<file path="config.mk">
export PLATFORM = sky130hd
export DESIGN_NAME = sprite_oam_scanner_flat
export DESIGN_NICKNAME = d
export VERILOG_FILES = /design/src/rtl/sprite_pkg.sv /design/src/rtl/sprite_oam_scanner_if.sv /design/src/rtl/sprite_y_hit.sv /design/src/rtl/sprite_oam_scanner.sv /design/src/flat_wrapper.sv
export SDC_FILE = /design/constraint.sdc
export NUM_CORES = 1
export LEC_CHECK = 0
export ABC_AREA = 1
export CORE_MARGIN = 1
export CORE_UTILIZATION = 44
export DETAILED_ROUTE_END_ITERATION = 12
export GPL_ROUTABILITY_DRIVEN = 0
export PLACE_DENSITY = 0.81
export SKIP_CTS_REPAIR_TIMING = 1
export SLEW_MARGIN = 20
export SYNTH_ARGS = -nofsm -noshare
export SYNTH_HDL_FRONTEND = slang
export SYNTH_SLANG_ARGS = --single-unit
</file>
<file path="constraint.sdc">
create_clock -name clock -period 2.94 [get_ports clock]
set_input_delay 0.588 -clock clock [delete_from_list [all_inputs] [get_ports clock]]
set_output_delay 0.588 -clock clock [all_outputs]
set_load 0.05 [all_outputs]
</file>
<file path="src/rtl/sprite_pkg.sv">
// Shared sprite-engine types: OAM entry layout, sprite config handed to the manager,
// height encoding and the scanner FSM state type.
package sprite_pkg;

    localparam int SPR_NUM_SPRITES = 64;
    localparam int SPR_IDX_W       = $clog2(SPR_NUM_SPRITES);

    // Height code h selects (h+1)*8 rows
    localparam logic [1:0] SPR_H_8    = 2'd0;
    localparam logic [1:0] SPR_H_16   = 2'd1;
    localparam logic [1:0] SPR_H_24   = 2'd2;
    localparam logic [1:0] SPR_H_32   = 2'd3;
    localparam logic [5:0] SPR_H_UNIT = 6'd8;

    typedef struct packed {
        logic [9:0] tile;
        logic [3:0] palette;
        logic [8:0] x;
        logic [7:0] y;
        logic [1:0] w;
        logic [1:0] h;
        logic       x_mirror;
        logic       y_mirror;
        logic       fg_prio;
        logic       bg_prio;
    } oam_entry_t;

    typedef struct packed {
        logic [9:0] tile;
        logic [3:0] palette;
        logic [8:0] x;
        logic [7:0] y;
        logic [1:0] w;
        logic [1:0] h;
        logic       x_mirror;
        logic       y_mirror;
        logic       fg_prio;
        logic       bg_prio;
    } sprite_conf_t;

    typedef enum logic [1:0] {
        ST_READ = 2'd0,
        ST_EVAL = 2'd1,
        ST_HOLD = 2'd2,
        ST_DONE = 2'd3
    } scan_state_t;

    function automatic logic [5:0] sprite_height(input logic [1:0] h);
        return {1'b0, h, 3'b000} + SPR_H_UNIT;
    endfunction

    function automatic sprite_conf_t entry_to_conf(input oam_entry_t e);
        sprite_conf_t c;
        c.tile     = e.tile;
        c.palette  = e.palette;
        c.x        = e.x;
        c.y        = e.y;
        c.w        = e.w;
        c.h        = e.h;
        c.x_mirror = e.x_mirror;
        c.y_mirror = e.y_mirror;
        c.fg_prio  = e.fg_prio;
        c.bg_prio  = e.bg_prio;
        return c;
    endfunction

endpackage

</file>
<file path="src/rtl/sprite_oam_scanner_if.sv">
// OAM read port plus the conf_req/conf_ack/conf_exists handshake toward the sprite manager.
// master = scanner side, slave = OAM RAM / manager side.
interface sprite_oam_scanner_if
    import sprite_pkg::*;
#(
    parameter int IDX_W = SPR_IDX_W
);
    logic [IDX_W-1:0] oam_addr;
    logic             oam_read;
    oam_entry_t       oam_data;
    logic             conf_req;
    sprite_conf_t     conf;
    logic             conf_ack;
    logic             conf_exists;

    modport master (
        output oam_addr, oam_read, conf, conf_ack, conf_exists,
        input  oam_data, conf_req
    );

    modport slave (
        input  oam_addr, oam_read, conf, conf_ack, conf_exists,
        output oam_data, conf_req
    );
endinterface

</file>
<file path="src/rtl/sprite_y_hit.sv">
// Combinational vertical-extent test of one OAM entry against the render row.
// SPRITE_Y_WRAP_EN selects mod-256 wrap of the row distance; default build does not wrap.
module sprite_y_hit
    import sprite_pkg::*;
(
    input  logic [7:0] row,
    input  logic [7:0] y,
    input  logic [1:0] h,
    output logic       hit
);
    logic [5:0] height_s;

    assign height_s = sprite_height(h);

`ifdef SPRITE_Y_WRAP_EN
    logic [7:0] dy_s;

    assign dy_s = row - y;
    assign hit  = ({2'b00, dy_s} < {4'b0000, height_s});
`else
    logic [8:0] dy_s;

    // Bit 8 set means row is above the sprite top
    assign dy_s = {1'b0, row} - {1'b0, y};
    assign hit  = ~dy_s[8] & (dy_s < {3'b000, height_s});
`endif

endmodule

</file>
<file path="src/rtl/sprite_oam_scanner.sv">
// Per-line OAM walker: reads entries in index order, buffers each row hit and hands it
// to the sprite manager one at a time. Row-wrap behaviour follows SPRITE_Y_WRAP_EN.
module sprite_oam_scanner
    import sprite_pkg::*;
#(
    parameter int NUM_SPRITES = SPR_NUM_SPRITES,
    parameter int IDX_W       = $clog2(NUM_SPRITES)
)(
    input  logic                clock,
    input  logic                reset,
    input  logic                clear,
    input  logic [7:0]          row,
    sprite_oam_scanner_if.master bus
);
    scan_state_t      state_r;
    scan_state_t      state_next_s;
    logic [IDX_W-1:0] idx_r;
    logic [IDX_W-1:0] idx_next_s;
    logic             buf_valid_r;
    sprite_conf_t     conf_r;
    logic             oam_read_r;
    logic [IDX_W-1:0] oam_addr_r;
    logic             conf_exists_r;
    logic             hit_s;
    logic             last_s;
    logic             buf_load_s;
    logic             buf_clr_s;
    logic             conf_ack_s;

    sprite_y_hit u_y_hit (
        .row (row),
        .y   (bus.oam_data.y),
        .h   (bus.oam_data.h),
        .hit (hit_s)
    );

    assign last_s = (idx_r == IDX_W'(NUM_SPRITES - 1));

    // FSM state register
    always_ff @(posedge clock) begin
        if (reset) begin
            state_r <= ST_DONE;
        end else begin
            state_r <= state_next_s;
        end
    end

    // Next-state, index advance, buffer control and the combinational ack
    always_comb begin
        state_next_s = state_r;
        idx_next_s   = idx_r;
        buf_load_s   = 1'b0;
        buf_clr_s    = 1'b0;
        conf_ack_s   = 1'b0;
        if (clear) begin
            state_next_s = ST_READ;
            idx_next_s   = {IDX_W{1'b0}};
            buf_clr_s    = 1'b1;
        end else begin
            case (state_r)
                ST_READ: begin
                    state_next_s = ST_EVAL;
                end
                ST_EVAL: begin
                    if (hit_s) begin
                        buf_load_s   = 1'b1;
                        state_next_s = ST_HOLD;
                    end else if (last_s) begin
                        state_next_s = ST_DONE;
                    end else begin
                        idx_next_s   = idx_r + IDX_W'(1);
                        state_next_s = ST_READ;
                    end
                end
                ST_HOLD: begin
                    if (bus.conf_req && buf_valid_r) begin
                        conf_ack_s = 1'b1;
                        buf_clr_s  = 1'b1;
                        if (last_s) begin
                            state_next_s = ST_DONE;
                        end else begin
                            idx_next_s   = idx_r + IDX_W'(1);
                            state_next_s = ST_READ;
                        end
                    end else begin
                        state_next_s = ST_HOLD;
                    end
                end
                ST_DONE: begin
                    state_next_s = ST_DONE;
                end
                default: begin
                    state_next_s = ST_DONE;
                end
            endcase
        end
    end

    // Index, hit buffer and registered OAM/exists outputs
    always_ff @(posedge clock) begin
        if (reset) begin
            idx_r         <= {IDX_W{1'b0}};
            buf_valid_r   <= 1'b0;
            conf_r        <= '0;
            oam_read_r    <= 1'b0;
            oam_addr_r    <= {IDX_W{1'b0}};
            conf_exists_r <= 1'b0;
        end else begin
            idx_r      <= idx_next_s;
            oam_read_r <= (state_next_s == ST_READ);
            oam_addr_r <= idx_next_s;
            // Held through the cycle DONE is entered so the manager sees every late hit
            conf_exists_r <= clear | (state_r != ST_DONE);
            if (buf_load_s) begin
                buf_valid_r <= 1'b1;
                conf_r      <= entry_to_conf(bus.oam_data);
            end else if (buf_clr_s) begin
                buf_valid_r <= 1'b0;
            end else begin
                buf_valid_r <= buf_valid_r;
            end
        end
    end

    assign bus.oam_read    = oam_read_r;
    assign bus.oam_addr    = oam_addr_r;
    assign bus.conf        = conf_r;
    assign bus.conf_ack    = conf_ack_s;
    assign bus.conf_exists = conf_exists_r;

endmodule
</file>
<file path="src/flat_wrapper.sv">
// flat-port wrapper written by rule: the top's interface ports become plain ports
module sprite_oam_scanner_flat import sprite_pkg::*;
#(
    parameter int NUM_SPRITES = SPR_NUM_SPRITES,
    parameter int IDX_W       = $clog2(NUM_SPRITES)
)
  (clock, reset, clear, row, bus_oam_addr, bus_oam_read, bus_conf, bus_conf_ack, bus_conf_exists, bus_oam_data, bus_conf_req);
  sprite_oam_scanner_if #(.IDX_W(IDX_W)) bus_i ();
  input  logic clock;
  input  logic reset;
  input  logic clear;
  input  logic [7:0] row;
  output wire logic [$bits(bus_i.oam_addr)-1:0] bus_oam_addr;
  output wire logic [$bits(bus_i.oam_read)-1:0] bus_oam_read;
  output wire logic [$bits(bus_i.conf)-1:0] bus_conf;
  output wire logic [$bits(bus_i.conf_ack)-1:0] bus_conf_ack;
  output wire logic [$bits(bus_i.conf_exists)-1:0] bus_conf_exists;
  input wire logic [$bits(bus_i.oam_data)-1:0] bus_oam_data;
  input wire logic [$bits(bus_i.conf_req)-1:0] bus_conf_req;
  assign bus_oam_addr = bus_i.oam_addr;
  assign bus_oam_read = bus_i.oam_read;
  assign bus_conf = bus_i.conf;
  assign bus_conf_ack = bus_i.conf_ack;
  assign bus_conf_exists = bus_i.conf_exists;
  assign bus_i.oam_data = bus_oam_data;
  assign bus_i.conf_req = bus_conf_req;
  sprite_oam_scanner #(.NUM_SPRITES(NUM_SPRITES), .IDX_W(IDX_W)) u_core (.clock(clock), .reset(reset), .clear(clear), .row(row), .bus(bus_i));
endmodule
</file>
==> impl_metrics.yaml <==
detailed_routing:
  wl_per_cell_um: 12.1
  detail-route-antenna-nets: 0
  dr.pass1.iters: 5
  viasPerCell: 4.67
  totalWireLength_um: 7200
  drtIter0Drc: 138
  drc_errors: 0
  vias: 2787
critical_path:
  slowest_stage: "clkdlybuf4s50_1"
  required_ns: 3.19
  worstSetupPathType: "primary input to flip-flop"
  rr_startpoint: "u_core.bus.oam_addr[0]"
  cp-start-kind: "primary input"
  worst_setup_path_end_kind: "flip-flop"
  worstPathBufferInverterCount: 5
  cpPeakStageDelay_ns: 0.50
  path_max_fanout: 8
  crit_family: "buffers and inverters"
  worstPathArrival_ns: 3.10
  cpMostUsedCell: "nand2_1"
  cp.depth: 18
  r2r_end: "u_core.bus.oam_addr[2]"
  cp_cell_sequence: "clkdlybuf4s50_1, inv_1, ha_4, nand2_1, nand2_1, inv_1, nand2_2, xor2_1, ha_1, nand2_1, nand2_1, nand2_2, nand4_4, buf_12, clkbuf_16, nand2_1, nand2_1, nor2_1"
  r2r_cells: 7
  rrSetupSlack_ns: 1.15
logic_synthesis:
  ys_types: 23
  synth_flop_cell: "dfxtp_1"
  yosys_warnings: 0
  yosysMostFrequentCell: "nand2_1"
  syn_avg_cell_area_um2: 6.32
  ys_top_cells_by_count: "nand2_1, nor2_1, inv_1"
  syn_area_um2: 2590
  synth-edff-count: 0
  synthArstFlopShare_pct: 0
  synthTopCellsByArea: "dfxtp_1, nand2_1, nor2_1"
  ys_seq_elements: 50
  synth_largest_area_cell: "dfxtp_1"
  yosysSeqAreaShare_pct: 38.6
  syn-num-nets: 472
  synth_top_area_share_pct: 38.6
  netlist_instances: 410
hold_path:
  hold_path.class: "flip-flop to flip-flop"
  hp-start: "u_core.buf_valid_r"
  min_to: "u_core.buf_valid_r"
  whs_path_depth: 2
timing:
  fin_crit_sh_pct: 96.7
  setup_viol: 0
  worst_pin_slew_ns: 0.563
  finalHoldViolCount: 0
  max_slew_margin_pct: 62.2
  fmax_ghz: 0.352
  finalCriticalPeriod_ns: 2.84
  clock_skew_ns: 0.0119
  slew_violations: 0
  timing.hold.ws_ns: 0.470
floorplan:
  die_w_um: 78.7
  fp-row-count: 27
  initial_core_util_pct: 46.5
  ios: 99
  coreArea_um2: 5570
  die-area_um2: 6200
  die_h_um: 78.7
power_and_ir_drop:
  power.density_nw_per_um2: 365
  leakagePower_nw: 2.07
  ir_drop_mv: 0.314
  power.total_mw: 1.49
cts:
  path_clk_slew_ns: 0.11
  htreeDepth: 2
  cts_tree: "yes"
  numCtsBuffers: 5
  clock_sinks: 50
  cts-root-buf: "clkbuf_8"
  clockBufferDepth: 2
  clock_insertion_delay_worst_skew_ns: 0.31
placement:
  dp_cells: 580
  post_dp_cell_area_um2: 3710
  port_buffers: 98
  dpl.hpwl_um: 4710
run_status:
  status: "completed"
grt:
  antenna_found_initial: 0
  grt.total_usage_pct: 21.3
  first_global_vias: 2682
  grt_max_degree: 61
  grt-ovfl-total: 0
  grt_pass1_wl_um: 10700
layout:
  drive_gt1_share_pct: 9.90
  fin_util_pct: 73.2
  fin_nets: 586
  final_area_um2: 4080
  instances_no_fill: 597
  area_delta_synth_final_pct: 57.5
  insertedDiodeCount: 0
job:
  drv_cap: 0
==> kinds of logic (layout without fill, tap and decap cells) <==
family | after synthesis | after routing | synth area share [%]
DFF | 50 | 50 | 38.6
AOI/OAI and AO/OA | 19 | 19 | 3.96
and+or+nand+nor | 236 | 236 | 36.2
adders and majority gates | 11 | 11 | 5.31
buffers and inverters | 88 | 203 | 13.8
xor gates and xnor gates | 6 | 6 | 2.03
==> metal layers <==
metal  global-route usage [%]  wire (µm)
met5                        0          0
met4                     7.78        195
met3                     5.98        446
met2                     39.4       3590
met1                     22.8       2970
==> worst max-delay path by stage <==
stage / from / endpoint / slack (ns)
5_1_grt: bus_oam_data[11] / u_core.bus.conf[35] / -0.03
3_3_place_gp: bus_oam_data[10] / u_core.bus.oam_addr[4] / -0.20
3_5_place_dp: bus_oam_data[10] / u_core.bus.oam_addr[2] / -0.30
6_report: bus_oam_data[11] / u_core.bus.conf[12] / 0.1
2_1_floorplan: bus_oam_data[10] / u_core.bus.conf[0] / 0.38
4_1_cts: bus_oam_data[10] / u_core.bus.oam_addr[2] / 0.01
==> power by group <==
part	switching [mW]	total [mW]	internal, mW
Clock	0.257	0.434	0.177
Sequential	0.00845	0.700	0.691
Combinational	0.187	0.356	0.170
==> sequential cells by signal (all words and copies together), names as in the netlist <==
signal and cells:
u_core.state_r 2, u_core.bus.conf 39, u_core.bus.oam_read 1, u_core.buf_valid_r 1, u_core.bus.conf_exists 1, u_core.bus.oam_addr 6
==> cells in the final DEF, fill, tap and decap left out, types with 5 or more instances in the layout <==
master,synthesis,routed
a21oi_1,13,12
buf_4,0,11
clkbuf_8,0,5
clkdlybuf4s50_1,0,92
dfxtp_1,50,50
dlymetal6s2s_1,0,5
ha_1,11,7
inv_1,76,75
nand2_1,125,117
nand2_2,0,8
nand3_1,12,12
nor2_1,91,91
xor2_1,5,5
==> area by class of cell <==
type	count	area, µm²
fillers	474	1490
multi-input cells	272	1330
repair buffers	119	1280
flip-flops and latches	50	1000
inverters	76	285
well taps	72	90.1
clock buffers	5	68.8
clock inverters	3	28.8
==> tightest hold or removal path, stage by stage, from the launching register on <==
cell,delay (ns)
dfxtp_1,0.32
nand2_1,0.06
a21oi_1,0.05
==> per-stage QoR <==
stage,setup slack (ns),TNS [ns]
floorplan,0.378,0
global placement,-0.203,-6.19
detailed placement,-0.301,-10.93
CTS,0.0110,0
global route,-0.0310,-0.172
finish,0.0983,0
Power figures use the tool's default switching activity.
